**config.mk**
```make
export PLATFORM = sky130hd
export DESIGN_NAME = trap_prio_ctrl
export DESIGN_NICKNAME = d
export VERILOG_FILES = /design/src/rtl/trap_pkg.sv /design/src/rtl/trap_prio_enc.sv /design/src/rtl/trap_prio_ctrl.sv
export SDC_FILE = /design/constraint.sdc
export NUM_CORES = 1
export LEC_CHECK = 0
export ABC_AREA = 0
export BUFFER_PORTS_ARGS = -buffer_cell sky130_fd_sc_hd__clkbuf_2
export CAP_MARGIN = 15
export CORE_AREA = 2 2 49 51
export CTS_CLUSTER_DIAMETER = 150
export CTS_CLUSTER_SIZE = 8
export DETAILED_ROUTE_END_ITERATION = 16
export DIE_AREA = 0 0 51 53
export GPL_ROUTABILITY_DRIVEN = 0
export MAX_ROUTING_LAYER = met4
export PLACE_DENSITY = 0.7
export SYNTH_ARGS = -nofsm -noshare
export SYNTH_HDL_FRONTEND = slang
export SYNTH_SLANG_ARGS = --single-unit
```
**constraint.sdc**
```tcl
create_clock -name clk -period 2.55 [get_ports clk]
set_input_delay 0.3825 -clock clk [delete_from_list [all_inputs] [get_ports clk]]
set_output_delay 0.3825 -clock clk [all_outputs]
set_load 0.03 [all_outputs]
```
**src/rtl/trap_pkg.sv**
```systemverilog
// trap_pkg: shared types and default sizing for the trap priority controller.
//   trap_state_e          - handshake FSM states (idle, presenting, servicing)
//   TrapNsrcDefault       - default number of trap sources
//   TrapRwDefault         - default reason-code width
//   TrapNestDepthDefault  - default preemption stack depth
package trap_pkg;

  localparam int unsigned TrapNsrcDefault      = 10;
  localparam int unsigned TrapRwDefault        = $clog2(TrapNsrcDefault);
  localparam int unsigned TrapNestDepthDefault = 4;

  typedef enum logic [1:0] {
    StIdle = 2'd0,
    StReq  = 2'd1,
    StSvc  = 2'd2
  } trap_state_e;

endpackage

```
**src/rtl/trap_prio_enc.sv**
```systemverilog
// trap_prio_enc: combinational highest-index priority encoder.
// Ports:
//   eff     in  NSRC  eligible (pending and unmasked) sources
//   winner  out RW    index of the highest set bit of eff (0 when none)
//   eff_any out 1     eff is nonzero
module trap_prio_enc #(
  parameter int unsigned NSRC = 10,
  parameter int unsigned RW   = $clog2(NSRC)
) (
  input  logic [NSRC-1:0] eff,
  output logic [RW-1:0]   winner,
  output logic            eff_any
);

  // Ascending scan: the last (highest) set index overwrites earlier ones.
  always_comb begin
    winner = '0;
    for (int unsigned i = 0; i < NSRC; i++) begin
      if (eff[i]) winner = RW'(i);
    end
  end

  assign eff_any = |eff;

endmodule

```
**src/rtl/trap_prio_ctrl.sv**
```systemverilog
// trap_prio_ctrl: latches per-source trap events, picks the highest-index unmasked
// pending source and runs a present/ack/service handshake with the CPU.
//
// Optional feature: define TRAP_NEST_EN to allow a higher-index source to preempt the
// handler in service. The interrupted reason is pushed on a NEST_DEPTH-deep stack and
// restored when the nested handler signals trap_done. Without the macro there is no
// stack, nest_lvl is tied to 0 and a new source waits for the return to idle.
//
// Ports:
//   clk          in   1      clock, all state on rising edge
//   rst_n        in   1      asynchronous active-low reset
//   src_req      in   NSRC   per-source trap event (pulse or level)
//   src_mask     in   NSRC   1 = source excluded from arbitration (still latched)
//   trap_ack     in   1      CPU accepts the presented trap (only honoured while presenting)
//   trap_done    in   1      CPU finished the current handler (only honoured in service)
//   trap_req     out  1      trap presented to CPU
//   trap_reason  out  RW     index of presented or serviced source
//   trap_busy    out  1      a handler is in service
//   nest_lvl     out  LW     preemption stack occupancy
module trap_prio_ctrl
  import trap_pkg::*;
#(
  parameter int unsigned NSRC       = TrapNsrcDefault,
  parameter int unsigned RW         = $clog2(NSRC),
  parameter int unsigned NEST_DEPTH = TrapNestDepthDefault
) (
  input  logic                            clk,
  input  logic                            rst_n,
  input  logic [NSRC-1:0]                 src_req,
  input  logic [NSRC-1:0]                 src_mask,
  input  logic                            trap_ack,
  input  logic                            trap_done,
  output logic                            trap_req,
  output logic [RW-1:0]                   trap_reason,
  output logic                            trap_busy,
  output logic [$clog2(NEST_DEPTH+1)-1:0] nest_lvl
);

  localparam int unsigned LW = $clog2(NEST_DEPTH + 1);

  trap_state_e     state_q;
  logic [NSRC-1:0] pend_q, pend_d, pend_clr;
  logic [NSRC-1:0] eff;
  logic [RW-1:0]   winner;
  logic            eff_any;
  logic [RW-1:0]   reason_q;
  logic            req_q;
  logic            busy_q;
  logic            ack_take;

  // Pending latch: a new event in the same cycle as its ack-clear wins.
  assign ack_take = (state_q == StReq) && trap_ack;

  always_comb begin
    pend_clr = '0;
    if (ack_take) pend_clr[reason_q] = 1'b1;
    pend_d = (pend_q & ~pend_clr) | src_req;
  end

  always_ff @(posedge clk or negedge rst_n) begin
    if (!rst_n) pend_q <= '0;
    else        pend_q <= pend_d;
  end

  assign eff = pend_q & ~src_mask;

  trap_prio_enc #(
    .NSRC (NSRC),
    .RW   (RW)
  ) u_enc (
    .eff     (eff),
    .winner  (winner),
    .eff_any (eff_any)
  );

`ifdef TRAP_NEST_EN
  localparam int unsigned SW = (NEST_DEPTH > 1) ? $clog2(NEST_DEPTH) : 1;

  logic [LW-1:0] nest_q;
  logic [RW-1:0] stack_q [NEST_DEPTH];
  logic [SW-1:0] push_idx;
  logic [SW-1:0] pop_idx;
  logic          can_preempt;

  assign push_idx    = nest_q[SW-1:0];
  assign pop_idx     = SW'(nest_q - LW'(1));
  assign can_preempt = eff_any && (winner > reason_q) && (nest_q < LW'(NEST_DEPTH));
  assign nest_lvl    = nest_q;
`else
  assign nest_lvl = '0;
`endif

  // Handshake FSM; all outputs are registered alongside the state.
  always_ff @(posedge clk or negedge rst_n) begin
    if (!rst_n) begin
      state_q  <= StIdle;
      reason_q <= '0;
      req_q    <= 1'b0;
      busy_q   <= 1'b0;
`ifdef TRAP_NEST_EN
      nest_q   <= '0;
      for (int unsigned k = 0; k < NEST_DEPTH; k++) stack_q[k] <= '0;
`endif
    end else begin
      unique case (state_q)
        StIdle: begin
          if (eff_any) begin
            state_q  <= StReq;
            reason_q <= winner;
            req_q    <= 1'b1;
          end
        end
        StReq: begin
          // Reason is frozen here; later, higher sources wait for the ack.
          if (trap_ack) begin
            state_q <= StSvc;
            req_q   <= 1'b0;
            busy_q  <= 1'b1;
          end
        end
        StSvc: begin
`ifdef TRAP_NEST_EN
          // Completion is handled before any preemption decision in the same cycle.
          if (trap_done && (nest_q != '0)) begin
            reason_q <= stack_q[pop_idx];
            nest_q   <= nest_q - LW'(1);
          end else if (trap_done) begin
            state_q <= StIdle;
            busy_q  <= 1'b0;
          end else if (can_preempt) begin
            // Outer handler remains in service, so busy stays high while presenting.
            stack_q[push_idx] <= reason_q;
            nest_q            <= nest_q + LW'(1);
            reason_q          <= winner;
            state_q           <= StReq;
            req_q             <= 1'b1;
          end
`else
          if (trap_done) begin
            state_q <= StIdle;
            busy_q  <= 1'b0;
          end
`endif
        end
        default: begin
          state_q <= StIdle;
          req_q   <= 1'b0;
          busy_q  <= 1'b0;
        end
      endcase
    end
  end

  assign trap_req    = req_q;
  assign trap_reason = reason_q;
  assign trap_busy   = busy_q;

endmodule

```
==> results of run 1 <==
-- power by group through the flow --
stage | sequential [mW] | combinational [mW] | clock [mW]
after floorplan | 0.521 | 0.209 | 0
after global placement | 0.453 | 0.389 | 0
after detailed placement | 0.456 | 0.396 | 0
after CTS | 0.449 | 0.401 | 0.181
after global routing | 0.466 | 0.428 | 0.195
final | 0.451 | 0.397 | 0.175
-- cell usage after synthesis --
library cell	number	share of area [%]
a21bo_2	1	1.1
a21o_1	8	6.5
a21oi_1	1	0.54
a22o_1	1	0.95
a2bb2oi_1	1	0.95
a32o_1	2	2.2
and2_1	1	0.68
buf_4	3	2.4
clkinv_1	1	0.41
conb_1	1	0.41
dfrtp_1	18	49
inv_1	2	0.81
mux2_1	1	1.2
nand2_1	9	3.7
nand2_2	1	0.68
nand2b_1	7	4.7
nand3_1	5	2.7
nand3b_1	2	1.6
nand3b_2	1	1.2
nor2_1	5	2.0
nor2b_1	3	2.0
nor2b_4	1	1.5
nor3_1	2	1.1
nor3b_1	1	0.81
o21ai_0	6	3.3
o21bai_1	1	0.81
o221ai_1	1	0.95
o41ai_4	1	3.0
or2b_1	1	0.81
or3_4	1	1.2
or3b_1	1	0.95
-- worst min path at each step --
| stage | from | to | depth (start not counted) |
|---|---|---|---|
| after floorplan | rst_n | pend_q[0]$_DFF_PN0_ | 0 |
| after global placement | rst_n | pend_q[3]$_DFF_PN0_ | 1 |
| after detailed placement | rst_n | pend_q[3]$_DFF_PN0_ | 1 |
| after CTS | rst_n | trap_reason[0]$_DFFE_PN0P_ | 1 |
| after global routing | rst_n | pend_q[2]$_DFF_PN0_ | 1 |
| final | rst_n | trap_reason[0]$_DFFE_PN0P_ | 1 |
-- sequential cells by signal (all words and copies together), names as in the netlist --
name	count
pend_q	10
trap_reason	4
state_q	2
trap_busy	1
trap_req	1
-- routing by layer --
metal,up-vias,share of wire (%),global-route usage [%]
li1,376,-,-
met1,351,45,19.6
met2,22,48,25.8
met3,4,5.0,3.67
met4,0,1.4,8.11
met5,-,0,-
-- layout by cell type, fill, tap and decap left out, types with 2 or more instances in the layout --
cell      count
nor2b_1       3
nand2_1       9
clkbuf_4      3
a21o_1        8
o21ai_0       6
clkbuf_2     29
nor2_1        5
nand3_1       5
a32o_1        2
conb_1        3
dfrtp_1      18
nor3_1        2
nand2b_1      7
nand3b_1      2
inv_1         2
-- cell type report --
cell class / instances / area share [%]
flip-flops and latches: 18 / 40.0
multi-input cells: 68 / 39.7
repair buffers: 29 / 12.9
clock buffers: 4 / 3.23
well taps: 28 / 3.11
inverters: 3 / 1.00
-- logic make-up (layout without fill, tap and decap cells) --
family                 count (synthesis)  in the layout  synth area share [%]
muxes                                  1              1                  1.22
buffers and inverters                  6             36                  3.66
other                                  1              3                 0.406
and+or+nand+nor                       41             41                  25.7
AOI/OAI and AO/OA                     23             23                  20.2
DFF                                   18             18                  48.8
-- through the flow --
step           util [%]  cells  area [sq um]  hold slack, ns
3_3_place_gp       50.7    146          1090           0.350
6_report           52.4    150          1120          0.0196
3_5_place_dp       50.7    146          1090           0.350
2_1_floorplan         -     92           931          0.0869
5_1_grt            52.4    150          1120          0.0431
4_1_cts            52.4    150          1120          0.0213
==> results.cfg, run 1 <==
[cells_and_area]
multiInputGateArea_sq_um = 447
seq_area_sq_um = 450
nets = 147
area_delta_synth_final_pct = 21.8
drive_gt1_share_pct = 32.0
n_antenna_cell = 0
fillCellCount = 212

[power]
power.leakage_nw = 0.507
combPwrFrac_pct = 38.8
p_per_area_nw_per_um2 = 909
internal_power_mw = 0.601
power_frac_seq_pct = 44.1
vdd_drop_max_uv = 517
switching_power_mw = 0.422
clkPwrFrac_pct = 17.1
p_sw_share_pct = 41.2
total_power_mw = 1.02

[place]
place_ws_ns = 0.752
dp_hpwl_um = 1530
io_buffers = 29

[clock_tree]
cts.sinks = 18
numCtsBuffers = 3
h-tree-depth = 1
tritoncts = yes
clock_latency_ns = 0.29
clockBufferDepth = 2
cts-root-buf = clkbuf_4
hold_buffers = 0
clk_pin_slew_ns = 0.10
cts_resized = 0
post-cts-setup-buffers = 0

[critical_path]
crit_cells = 5
r2r-end = trap_reason[0]$_DFFE_PN0P_
cp_slowest_cell = o41ai_4
critical_path.endpoint_type = flip-flop
endpoint = trap_reason[0]$_DFFE_PN0P_
crit_type = flip-flop to flip-flop
worst_ep_required_time_ns = 2.74
crit_buf_inv = 1
crit_family = compound AO/OA/AOI/OAI gates
critPathMaxStageDelay_ns = 0.48
cp_max_fo = 6
cp_cell_sequence = clkinv_1, a2bb2oi_1, nand2_2, o41ai_4, mux2_1
r2r_slack_ns = 0.78
r2r-start = pend_q[6]$_DFF_PN0_
crit_arrival_ns = 1.95
start_kind = flip-flop
rr_worst_depth = 5
startpoint = pend_q[6]$_DFF_PN0_

[sta]
finalMaxSlewViolations = 0
post-route-period-util_pct = 69.3
setup_viol = 0
finalHoldViolCount = 0
max_freq_mhz = 566
timing.final.ws_setup_ns = 0.784
fin_setup_tns_ns = 0
tightest_slew_ns = 0.547
rsz0062_at_grt = false
relSlewSlack_pct = 63.5
fin_skew_ns = 0.00589
post-route-min-period_ns = 1.77

[detailed_routing]
postRouteAntennaNets = 0
avgRoutedWirePerCell_um = 12.8
first_pass_iters = 4
drt_iter0_markers = 9
vias = 753
wl_um = 1920
viasPerCell = 5.02
drc = 0

[die]
die_w_um = 51
start_util_pct = 43.0
die-area_sq_um = 2700
rows = 17
boundaryPins = 33
die_y_um = 53
core_area_sq_um = 2150

[logic_synthesis]
synth_cell_types = 31
synthCells = 90
synth_seq_cells = 18
ys_seq_area_share_pct = 48.8
yosys_warnings = 0
syn_avg_cell_area_sq_um = 10.3
netlist_area_sq_um = 923

[global_route]
grt_pass1_wl_um = 3080
grt_max_degree = 19
antenna_found_initial = 0
grt_pass1_vias = 720
grt.overflow.total = 0
track_usage_pct = 16.2

[status]
status = finished, final reports clean

[run]
cap_violations = 0

[hold_path]
hold_class = input pin to async pin
(Power assumes the default switching activity.)
==> inputs of run 2 (changes only) <==
--- a/config.mk
+++ b/config.mk
@@ -8,11 +8,11 @@
 export ABC_AREA = 0
 export BUFFER_PORTS_ARGS = -buffer_cell sky130_fd_sc_hd__clkbuf_2
 export CAP_MARGIN = 15
-export CORE_AREA = 2 2 49 51
+export CORE_AREA = 2 2 50 52
 export CTS_CLUSTER_DIAMETER = 150
 export CTS_CLUSTER_SIZE = 8
 export DETAILED_ROUTE_END_ITERATION = 16
-export DIE_AREA = 0 0 51 53
+export DIE_AREA = 0 0 52 54
 export GPL_ROUTABILITY_DRIVEN = 0
 export MAX_ROUTING_LAYER = met4
 export PLACE_DENSITY = 0.7
==> constraint.sdc (replaced) <==
create_clock -name clk -period 1.5 [get_ports clk]
set_input_delay 0.225 -clock clk [delete_from_list [all_inputs] [get_ports clk]]
set_output_delay 0.225 -clock clk [all_outputs]
set_load 0.03 [all_outputs]
==> results.cfg, run 2 (synthesis gave the netlist of run 1 again) <==
[detailed_routing]
viasPerCell = 4.85
top_layer = met4
wl_um = 2110
drc = 0
vias = 805
wl_met1_um = 909
wl_met3_um = 127
postRouteAntennaNets = 0
avgRoutedWirePerCell_um = 12.7
first_pass_iters = 5
drt_iter0_markers = 7
wl_met2_um = 1040

[sta]
timing.final.ws_setup_ns = -0.0486
whs_ns = 0.0885
max_freq_mhz = 646
post-route-min-period_ns = 1.55
finalMaxSlewViolations = 0
setup_viol = 4
finalHoldViolCount = 0
post-route-period-util_pct = 103
rsz0062_at_grt = true
fin_skew_ns = 0.00152

[clock_tree]
clock_latency_ns = 0.31
tritoncts = yes
h-tree-depth = 1
cts.sinks = 18
clockBufferDepth = 2
cts-root-buf = clkbuf_4
clk_pin_slew_ns = 0.10
numCtsBuffers = 3

[critical_path]
worst_ep_required_time_ns = 1.70
start_kind = flip-flop
crit_type = flip-flop to flip-flop
cp_max_fo = 2
crit_arrival_ns = 1.75
critical_path.endpoint_type = flip-flop

[die]
start_util_pct = 39.8
boundaryPins = 33
core_area_sq_um = 2320
die_w_um = 52
die-area_sq_um = 2810
rows = 18
die_y_um = 54

[cells_and_area]
largest_register = pend_q
layout_commonest_cell = clkbuf_2
area_delta_synth_final_pct = 40.2
layout_common_cells = clkbuf_2 (29), dfrtp_1 (16), buf_4 (13)
drive_gt1_share_pct = 44.1
largest_register_ffs = 10
nets = 161
final_area_sq_um = 1290
n_antenna_cell = 0

[status]
status = complete, but fails checks
violations = negative setup slack

[global_route]
grt_pass1_vias = 827
antenna_found_initial = 0
grt_pass1_wl_um = 3510
grt_max_degree = 19
grt.overflow.total = 0
track_usage_pct = 18.2

[run]
cap_violations = 0

[power]
power.leakage_nw = 0.614
p_per_area_nw_per_um2 = 1520
vdd_drop_max_uv = 1020

[place]
dpl_cell_area_sq_um = 1180
dp_hpwl_um = 1620
io_buffers = 29
place_ws_ns = -0.00849

[hold_path]
hold_class = input pin to flip-flop
==> run 2: cell types whose count changed in the layout (fill, tap and decap cells not counted), sizes merged <==
| cell | change |
|---|---|
| buf | +13 |
| dlygate4sd3 | +1 |
==> run 2: critical path: stages, from the launching register on <==
cell and delay [ns]:
dfrtp_1 0.40, clkinv_1 0.09, a2bb2oi_4 0.17, nand2_4 0.07, o41ai_4 0.38, mux2_4 0.33
==> run 2: what timing repair did <==
action	4_1_cts	5_1_grt
resized for setup	2	6
buffers inserted	0	4
hold buffers	1	0
pin swaps	0	2
endpoints found under the setup margin	2	8
endpoints found under the hold margin	18	0
==> run 2: cell type report <==
| class | instances | area [sq um] |
|---|---|---|
| Clock buffer | 4 | 36.3 |
| Multi-Input combinational cell | 68 | 504 |
| Fill cell | 216 | 1020 |
| Timing Repair Buffer | 43 | 253 |
| Inverter | 3 | 11.3 |
| Sequential cell | 18 | 453 |
| Tap cell | 30 | 37.5 |
==> run 2: final timing paths <==
check                                     from                    endpoint  slack (ns)  cells after the start
min in group asynchronous                rst_n         pend_q[5]$_DFF_PN0_        0.39                      2
max in group asynchronous                rst_n  trap_reason[2]$_DFFE_PN0P_        0.77                      2
hold / removal                      src_req[1]         pend_q[1]$_DFF_PN0_        0.09                      2
setup reg to reg           pend_q[6]$_DFF_PN0_  trap_reason[0]$_DFFE_PN0P_       -0.05                      5
setup / recovery           pend_q[6]$_DFF_PN0_  trap_reason[0]$_DFFE_PN0P_       -0.05                      5
hold reg to reg            pend_q[2]$_DFF_PN0_         pend_q[2]$_DFF_PN0_        0.48                      1
==> run 2: metal layers <==
layer	track usage, %	up-vias
met5	-	-
met3	5.00	4
met2	29.3	18
li1	-	403
met1	20.8	380
met4	9.21	0
==> run 2: where the power goes <==
part	internal [mW]	switching (mW)	total (mW)
clock network	0.148	0.162	0.311
registers	0.611	0.119	0.731
logic	0.428	0.497	0.925
==> run 2: metrics by stage <==
stage / setup TNS (ns) / util, % / cells / power [mW]
2_1_floorplan: -0.0169 / - / 92 / 1.26
3_3_place_gp: 0 / 50.8 / 157 / 1.59
3_5_place_dp: -0.00849 / 50.8 / 157 / 1.61
4_1_cts: -0.0211 / 53.1 / 162 / 1.93
5_1_grt: -0.553 / 55.8 / 166 / 2.11
6_report: -0.0842 / 55.8 / 166 / 1.97
==> inputs of run 3 (changes only) <==
--- a/config.mk
+++ b/config.mk
@@ -15,7 +15,8 @@
 export DIE_AREA = 0 0 52 54
 export GPL_ROUTABILITY_DRIVEN = 0
 export MAX_ROUTING_LAYER = met4
-export PLACE_DENSITY = 0.7
+export PLACE_DENSITY = 0.67
+export RECOVER_POWER = 25
 export SYNTH_ARGS = -nofsm -noshare
 export SYNTH_HDL_FRONTEND = slang
 export SYNTH_SLANG_ARGS = --single-unit
==> results.cfg, run 3 (synthesis gave the netlist of run 1 again) <==
[critical_path]
crit_type = flip-flop to flip-flop
critical_path.endpoint_type = flip-flop
cp_max_fo = 2
worst_ep_required_time_ns = 1.68
r2r_slack_ns = -0.002
r2r-end = pend_q[2]$_DFF_PN0_
startpoint = state_q[1]$_DFFE_PN0P_
endpoint = pend_q[2]$_DFF_PN0_
start_kind = flip-flop
crit_arrival_ns = 1.69
r2r-start = state_q[1]$_DFFE_PN0P_
rr_worst_depth = 4

[sta]
whs_ns = 0.105
finalHoldViolCount = 0
fin_skew_ns = 0.00721
rsz0062_at_grt = true
tightest_slew_ns = 0.962
fin_setup_tns_ns = -0.00171
timing.final.ws_setup_ns = -0.00171
post-route-period-util_pct = 100
setup_viol = 1
max_freq_mhz = 666
finalMaxSlewViolations = 0
relSlewSlack_pct = 35.9
post-route-min-period_ns = 1.50

[die]
die_w_um = 52
core_area_sq_um = 2320
rows = 18
boundaryPins = 33
die_y_um = 54
start_util_pct = 39.8
die-area_sq_um = 2810

[detailed_routing]
wl_um = 2060
avgRoutedWirePerCell_um = 12.6
postRouteAntennaNets = 0
wl_met2_um = 1070
vias = 820
first_pass_iters = 4
drc = 0
drt_iter0_markers = 14
wl_met3_um = 96
top_layer = met4
wl_met1_um = 859
viasPerCell = 5.00

[place]
dp.cells = 158
dp_hpwl_um = 1670
io_buffers = 29
dpl_cell_area_sq_um = 1180

[cells_and_area]
n_antenna_cell = 0
nets = 159
final_cells = 164
final_area_sq_um = 1280
area_delta_synth_final_pct = 38.2
layout_commonest_cell = clkbuf_2
largest_register_ffs = 10
drive_gt1_share_pct = 44.8
largest_register = pend_q
layout_common_cells = clkbuf_2 (28), dfrtp_1 (16), buf_4 (11)

[status]
status = complete, but fails checks
violations = negative setup slack

[power]
vdd_drop_max_uv = 887
power.leakage_nw = 0.598
p_per_area_nw_per_um2 = 1560

[global_route]
grt_max_degree = 19
grt_pass1_vias = 857
grt_pass1_wl_um = 3630
grt.overflow.total = 0
antenna_found_initial = 0
track_usage_pct = 18.4

[clock_tree]
tritoncts = yes
clk_pin_slew_ns = 0.11
cts.sinks = 18
clockBufferDepth = 2
numCtsBuffers = 3
cts-root-buf = clkbuf_4
clock_latency_ns = 0.29
h-tree-depth = 1

[hold_path]
hold_class = input pin to flip-flop

[run]
cap_violations = 0
## run 3: worst min path at each step
stage                                      to  slack [ns]  startpoint  cells past startpoint
after floorplan           pend_q[0]$_DFF_PN0_       -0.07       rst_n                      0
after global placement    pend_q[0]$_DFF_PN0_        0.19       rst_n                      1
after detailed placement  pend_q[0]$_DFF_PN0_        0.20       rst_n                      1
after CTS                 pend_q[4]$_DFF_PN0_         0.1  src_req[4]                      2
after global routing      pend_q[8]$_DFF_PN0_        0.10  src_req[8]                      2
final                     pend_q[4]$_DFF_PN0_        0.11  src_req[4]                      2
## run 3: routing by layer
metal,vias up,track usage [%]
li1,400,-
met1,383,19.5
met2,31,33.5
met3,6,2.78
met4,0,8.77
met5,-,-
## run 3: cell type report
| type | instances | area [sq um] |
|---|---|---|
| Tap cell | 30 | 37.5 |
| Fill cell | 228 | 1040 |
| Timing Repair Buffer | 41 | 236 |
| Sequential cell | 18 | 453 |
| Clock buffer | 4 | 36.3 |
| Multi-Input combinational cell | 68 | 502 |
| Inverter | 3 | 11.3 |
## run 3: stage by stage
stage,power [mW],worst slack (ns),utilization [%]
CTS,1.98,-0.0163,53.7
finish,2.00,-0.00171,55.0
floorplan,1.26,-0.0164,-
global route,2.15,-0.0470,55.0
detailed placement,1.63,-0.0141,51.1
global placement,1.60,0.0244,51.1
## run 3: worst max-delay path, stage by stage, from the launching register on
cell	delay (ns)
dfrtp_1	0.40
nand3b_4	0.15
or3_4	0.33
or3b_1	0.36
a21o_1	0.16
## run 3: power breakdown
group	internal [mW]	leakage (nW)	switching [mW]	total, mW
logic	0.452	0.396	0.515	0.966
registers	0.611	0.181	0.124	0.735
clock network	0.148	0.0210	0.148	0.295
total	1.21	0.598	0.786	2.00
## run 3: repair_timing
action / CTS / global route
pin swaps: 2 / 1
endpoints found under the hold margin: 18 / 0
hold buffers: 1 / 0
gates cloned: 0 / 0
gates resized for setup: 3 / 8
buffers inserted: 1 / 0
endpoints found under the setup margin: 2 / 12
